==> config.mk <==
export PLATFORM = sky130hd
export DESIGN_NAME = fetch_unit_flat
export DESIGN_NICKNAME = d
export VERILOG_FILES = /design/src/rtl/fetch_unit_if.sv /design/src/rtl/fetch_unit.sv /design/src/flat_wrapper.sv
export SDC_FILE = /design/constraint.sdc
export NUM_CORES = 1
export LEC_CHECK = 0
export ABC_AREA = 0
export CAP_MARGIN = 10
export CORE_AREA = 2 2 152 214
export CTS_CLUSTER_SIZE = 25
export DETAILED_ROUTE_END_ITERATION = 7
export DIE_AREA = 0 0 154 216
export GPL_ROUTABILITY_DRIVEN = 1
export PLACE_DENSITY = 0.63
export SYNTH_ARGS = -nofsm -noshare
export SYNTH_HDL_FRONTEND = slang
export SYNTH_SLANG_ARGS = --single-unit
==> constraint.sdc <==
create_clock -name clk -period 3 [get_ports clk]
set_input_delay 0.45 -clock clk [delete_from_list [all_inputs] [get_ports clk]]
set_output_delay 0.45 -clock clk [all_outputs]
set_load 0.05 [all_outputs]
==> src/rtl/fetch_unit_if.sv <==
// ---------------------------------------------------------------------------
// fetch_unit_if
//   Instruction-memory fetch handshake between the fetch stage and memory.
//
//   Signals
//     req    fetch request (driven by fetch side)
//     addr   word-aligned fetch address, stable while req=1 and no ack
//     ack    memory returns rdata this cycle (may coincide with req)
//     rdata  fetched instruction word
//
//   Modports
//     master  fetch side (drives req/addr, samples ack/rdata)
//     slave   memory side (samples req/addr, drives ack/rdata)
// ---------------------------------------------------------------------------
interface fetch_unit_if;
  logic        req;
  logic [31:0] addr;
  logic        ack;
  logic [31:0] rdata;

  modport master (
    output req,
    output addr,
    input  ack,
    input  rdata
  );

  modport slave (
    input  req,
    input  addr,
    output ack,
    output rdata
  );
endinterface

==> src/rtl/fetch_unit.sv <==
// ---------------------------------------------------------------------------
// fetch_unit
//   Instruction fetch stage for the MIPS datapath. Holds the PC, runs a
//   req/ack handshake against instruction memory, and drives the IF/ID
//   pipeline register with stall and redirect (flush) support. A one-entry
//   skid buffer catches a word that arrives while the pipeline is stalled.
//
//   Parameters
//     RESET_PC        PC value loaded on reset
//
//   Ports
//     clk             system clock, rising edge
//     rst_n           synchronous, active-low reset
//     imem            instruction-memory handshake (master side)
//     i_stall         hazard unit: hold the IF/ID register
//     i_redirect      branch/jump taken: flush and refetch
//     i_redirect_pc   redirect target (bits [1:0] forced to 0)
//     o_instr         IF/ID instruction word
//     o_instr_valid   IF/ID holds a real instruction
//     o_pc_out        PC of o_instr
//     o_pc_plus4      o_pc_out + 4
//     o_imm16         o_instr[15:0], to the sign extender
// ---------------------------------------------------------------------------
module fetch_unit #(
  parameter logic [31:0] RESET_PC = 32'h0000_3000
) (
  input  logic         clk,
  input  logic         rst_n,
  fetch_unit_if.master imem,
  input  logic         i_stall,
  input  logic         i_redirect,
  input  logic [31:0]  i_redirect_pc,
  output logic [31:0]  o_instr,
  output logic         o_instr_valid,
  output logic [31:0]  o_pc_out,
  output logic [31:0]  o_pc_plus4,
  output logic [15:0]  o_imm16
);

  typedef enum logic {
    S_FETCH = 1'b0,
    S_HOLD  = 1'b1
  } state_t;

  state_t      r_state;
  logic [31:0] r_pc;
  logic [31:0] r_instr;
  logic        r_valid;
  logic [31:0] r_pc_out;
  logic [31:0] r_skid_instr;
  logic [31:0] r_skid_pc;
  logic        r_pend;
  logic [31:0] r_pend_pc;

  logic [31:0] w_redirect_tgt;
  logic        w_unused_bits;

  // Targets are always word aligned; the low bits of the request are dropped.
  assign w_redirect_tgt = {i_redirect_pc[31:2], 2'b00};
  assign w_unused_bits  = &{1'b0, i_redirect_pc[1:0]};

  // The request is gated by rst_n so memory never sees a request while reset
  // is held, yet it rises in the very first cycle after reset releases.
  assign imem.req  = (r_state == S_FETCH) & rst_n;
  assign imem.addr = r_pc;

  assign o_instr       = r_instr;
  assign o_instr_valid = r_valid;
  assign o_pc_out      = r_pc_out;
  assign o_pc_plus4    = r_pc_out + 32'd4;
  assign o_imm16       = r_instr[15:0];

  always_ff @(posedge clk) begin
    if (!rst_n) begin
      r_state      <= S_FETCH;
      r_pc         <= RESET_PC;
      r_instr      <= 32'h0000_0000;
      r_valid      <= 1'b0;
      r_pc_out     <= RESET_PC;
      r_skid_instr <= 32'h0000_0000;
      r_skid_pc    <= 32'h0000_0000;
      r_pend       <= 1'b0;
      r_pend_pc    <= 32'h0000_0000;
    end else begin
      case (r_state)
        S_FETCH: begin
          if (i_redirect) begin
            // Flush wins over stall.
            r_valid <= 1'b0;
            r_instr <= 32'h0000_0000;
            if (imem.ack) begin
              // Request completes now: drop its data, jump straight away.
              r_pc   <= w_redirect_tgt;
              r_pend <= 1'b0;
            end else begin
              // Address must stay stable until the outstanding ack, so the
              // target is parked; a later redirect simply overwrites it.
              r_pend    <= 1'b1;
              r_pend_pc <= w_redirect_tgt;
            end
          end else if (imem.ack) begin
            if (r_pend) begin
              // Late word of a redirected-away fetch: discard and retarget.
              r_pc   <= r_pend_pc;
              r_pend <= 1'b0;
              if (!i_stall) begin
                r_valid <= 1'b0;
              end
            end else if (i_stall) begin
              // IF/ID is busy; park the word until the stall clears.
              r_skid_instr <= imem.rdata;
              r_skid_pc    <= r_pc;
              r_state      <= S_HOLD;
            end else begin
              r_instr  <= imem.rdata;
              r_pc_out <= r_pc;
              r_valid  <= 1'b1;
              r_pc     <= r_pc + 32'd4;
            end
          end else if (!i_stall) begin
            // Nothing arrived and the stage is free to advance: bubble.
            r_valid <= 1'b0;
          end
        end

        S_HOLD: begin
          if (i_redirect) begin
            r_valid <= 1'b0;
            r_instr <= 32'h0000_0000;
            r_pc    <= w_redirect_tgt;
            r_pend  <= 1'b0;
            r_state <= S_FETCH;
          end else if (!i_stall) begin
            r_instr  <= r_skid_instr;
            r_pc_out <= r_skid_pc;
            r_valid  <= 1'b1;
            r_pc     <= r_skid_pc + 32'd4;
            r_state  <= S_FETCH;
          end
        end

        default: begin
          r_state <= S_FETCH;
        end
      endcase
    end
  end

endmodule

==> src/flat_wrapper.sv <==
// flat-port wrapper written by rule: the top's interface ports become plain ports
module fetch_unit_flat 
#(
  parameter logic [31:0] RESET_PC = 32'h0000_3000
)
  (clk, rst_n, i_stall, i_redirect, i_redirect_pc, o_instr, o_instr_valid, o_pc_out, o_pc_plus4, o_imm16, imem_req, imem_addr, imem_ack, imem_rdata);
  fetch_unit_if imem_i ();
  input  logic clk;
  input  logic rst_n;
  input  logic i_stall;
  input  logic i_redirect;
  input  logic [31:0] i_redirect_pc;
  output logic [31:0] o_instr;
  output logic o_instr_valid;
  output logic [31:0] o_pc_out;
  output logic [31:0] o_pc_plus4;
  output logic [15:0] o_imm16;
  output wire logic [$bits(imem_i.req)-1:0] imem_req;
  output wire logic [$bits(imem_i.addr)-1:0] imem_addr;
  input wire logic [$bits(imem_i.ack)-1:0] imem_ack;
  input wire logic [$bits(imem_i.rdata)-1:0] imem_rdata;
  assign imem_req = imem_i.req;
  assign imem_addr = imem_i.addr;
  assign imem_i.ack = imem_ack;
  assign imem_i.rdata = imem_rdata;
  fetch_unit #(.RESET_PC(RESET_PC)) u_core (.clk(clk), .rst_n(rst_n), .imem(imem_i), .i_stall(i_stall), .i_redirect(i_redirect), .i_redirect_pc(i_redirect_pc), .o_instr(o_instr), .o_instr_valid(o_instr_valid), .o_pc_out(o_pc_out), .o_pc_plus4(o_pc_plus4), .o_imm16(o_imm16));
endmodule
==> results.md <==
* Number of flops mapped to enable cells by yosys at 0
* Non-filler cells, final at 1819
* Worst hold path depth at 4
* Die Ht at 216 um
* DR iter-0 viols at 560
* Sequential area share after synthesis at 37.9%
* Max transition margin at 51.5%
* Unique masters post-synth at 57
* R2R Path End: u_core.imem.addr[27]
* Starting Density at 32.6%
* CP max stage cell: dfxtp_1
* TritonCTS clock tree: done
* Syn Area/Cell at 8.15 um^2
* DP Cell Count at 1785
* Reg2Reg Depth at 7
* CTS clk-pin slew, worst paths at 80 ps
* Post-CTS Setup Inserts at 0
* Ys async rst share at 0%
* Layout net count at 1481
* Die area at 0.0333 mm^2
* CP max FO at 4
* DP HPWL at 22200 um
* Switching Share at 32.2%
* Worst min path class: in2reg
* Antenna viol nets, final at 0
* R2r setup slk at 640 ps
* Layout cells sized above 1 at 10.5%
* Grt total ovfl at 0
* Crit path DAT at 2370 ps
* Post-Syn Instances at 1252
* Final Hold Viols at 0
* Most common flop cell mapped by yosys: dfxtp_1
* CP Capture Type: primary output
* Worst-Margin Slew at 727 ps
* Root buf cell: clkbuf_16
* PwrDens at 476 mW/mm^2
* Yosys top cell by area: dfxtp_1
* Fmax at 354 MHz
* CP peak stage delay at 390 ps
* Clock latency at the later pin of the worst-skew pair at 460 ps
* Multi-input gate area at 0.00585 mm^2
* CP Class: reg2out
* Clock sink count at 193
* Layout Utilization at 43.1%
* WP buf/inv at 1
* First-pass GRT wire length at 49900 um
* Register Area at 0.00388 mm^2
* Gr usage total at 18.9%
* Synth area leaders: dfxtp_1 (38%), nand2_1 (10%), a21boi_0 (7.1%)
* Cts bufs inserted at 17
* Sw Pwr at 2.07 mW
* Share of the synthesized area in the top cell type at 37.9%
* I/O Buffers at 212
* WP data required at 2550 ps
* RSZ-0062 raised after global routing: false
* Ports at 215
* FF+latch count, synth at 193
* Design area at 0.0135 mm^2
* Hold Crit Endpoint: u_core.r_state
* Clk buf depth at 2
* Synthesized cell area at 0.0102 mm^2
* Clock share of power at 35.7%
* GP Congestion at 0.859
* Commonest non-fill, non-tap cell in the layout: nand2_1
* VDD IR max at 450 uV
* Core footprint at 0.0313 mm^2
* Startpoint types: register
* P&R area growth vs syn at 32.2%
* Synth warn at 0
* Cell internal pwr at 4.36 mW
* Hold Path Origin: i_redirect
* # rows at 77
* Sequential share of power at 43.8%
* WL final at 31700 um
* Vias at 9479
* Setup Viol. Count Final at 0
* DIE WIDTH at 154 um
* Leakage at 4.89 nW
* Outcome: complete, no violations
* Min cycle time layout at 2820 ps
* Vias in the first global route at 9039
* Combinational Power Share at 20.4%
* Max_cap viols at 0
* Placed Area at 0.0129 mm^2
* Initial antenna violation count at 3
* Synthesized Nets at 1324
* Worst path cell trace: and4_2 -> nand3_2 -> and4bb_4 -> nand2_2 -> nor3_4 -> xor2_2 -> buf_12
* Via density at 5.21
* Drt wl/cell at 17.4 um
* Crit share post-route at 94.1%
* Clock skew at 12.3 ps
* Slew Viols, Final at 0
* Fill cells at 3078
* RR Startpoint: u_core.imem.addr[15]
* DRC errors left at 0
* Most frequent cells in the layout: nand2_1 (278), clkdlybuf4s50_1 (186), dfxtp_1 (185)
* Pre-antenna DRT Iters at 5
* H-tree levels at 4
* Pin count of the biggest net entering global routing at 165
* CP top delay family: simple AND/OR/NAND/NOR gates
[timing repair]
action,CTS,global route
setup endpoints to repair,9,7
endpoints found under the hold margin,0,0
hold buffers,0,0
gates resized for setup,9,9
pin swaps,1,3
[per-layer routing]
metal / global-route usage (%) / part of all wire (%)
met3: 4.14 / 5.2
met5: 0 / 0.079
met1: 22.3 / 42
met2: 32.3 / 49
met4: 9.60 / 3.6
[cell type report]
type | count | share of cell area, %
Antenna cell | 2 | 0.0371
Clock buffer | 18 | 3.18
Clock inverter | 14 | 1.07
Inverter | 12 | 0.334
Multi-Input combinational cell | 925 | 43.3
Sequential cell | 193 | 28.7
Tap cell | 395 | 3.66
Timing Repair Buffer | 260 | 19.7
[flip-flops by register name, indices dropped and copies added (netlist names)]
register	flops
u_core.imem.addr	32
u_core.o_instr	32
u_core.o_pc_out	32
u_core.r_skid_instr	32
u_core.r_skid_pc	32
u_core.r_pend_pc	30
u_core.o_instr_valid	1
u_core.r_pend	1
u_core.r_state	1
[power groups by stage]
stage	registers, mW	logic, mW	clock network (mW)
2_1_floorplan	3.08	0.592	0
3_3_place_gp	2.87	1.31	0
3_5_place_dp	2.87	1.32	0
4_1_cts	2.81	1.32	2.37
5_1_grt	2.84	1.40	2.46
6_report	2.82	1.31	2.30
[per-stage QoR]
step                      total power, mW  TNS [ps]  setup WS [ps]  hold WS [ps]
after global placement               4.18         0            357           450
final                                6.43         0            178           382
after detailed placement             4.19         0            279           456
after floorplan                      3.67     -56.0          -56.0           440
after global routing                 6.69         0           52.5           386
after CTS                            6.51         0           3.54           347
[cells by family (layout without fill, tap and decap cells)]
logic type	Yosys count	in the layout	share of synthesized area, %
compound gates	300	300	21.3
xor+xnor	74	74	6.35
fa+ha+maj	3	3	0.368
buf+inv	134	304	5.99
flops	193	193	37.9
mux	67	67	6.58
other cells	0	2	0
simple gates	481	481	21.5
[worst reg2reg max path: stages (launching register included)]
cell     delay (ps)
dfxtp_1         500
nand4_1         200
or3_1           540
buf_4           240
nor4_2          320
xnor2_1         120
a21o_1          190
a31oi_1         170
[synth_stat cells (33+ instances only)]
cell	instances
a211oi_1	34
a21boi_0	96
a21oi_1	34
clkbuf_1	81
dfxtp_1	193
mux2i_1	66
nand2_1	279
nand3_1	44
nor2_1	67
o211a_1	33
o21ai_0	43
xnor2_1	46
[worst max path at each step]
stage	start	endpoint	slack, ps	cells past startpoint
3_3_place_gp	u_core.o_pc_out[14]	o_pc_plus4[31]	360	7
3_5_place_dp	u_core.o_pc_out[14]	o_pc_plus4[31]	280	7
6_report	u_core.o_pc_out[16]	o_pc_plus4[31]	180	7
2_1_floorplan	u_core.o_pc_out[9]	o_pc_plus4[31]	-60	7
5_1_grt	u_core.o_pc_out[12]	o_pc_plus4[31]	50	7
4_1_cts	u_core.o_pc_out[10]	o_pc_plus4[29]	4	7
(Power assumes the default switching activity.)
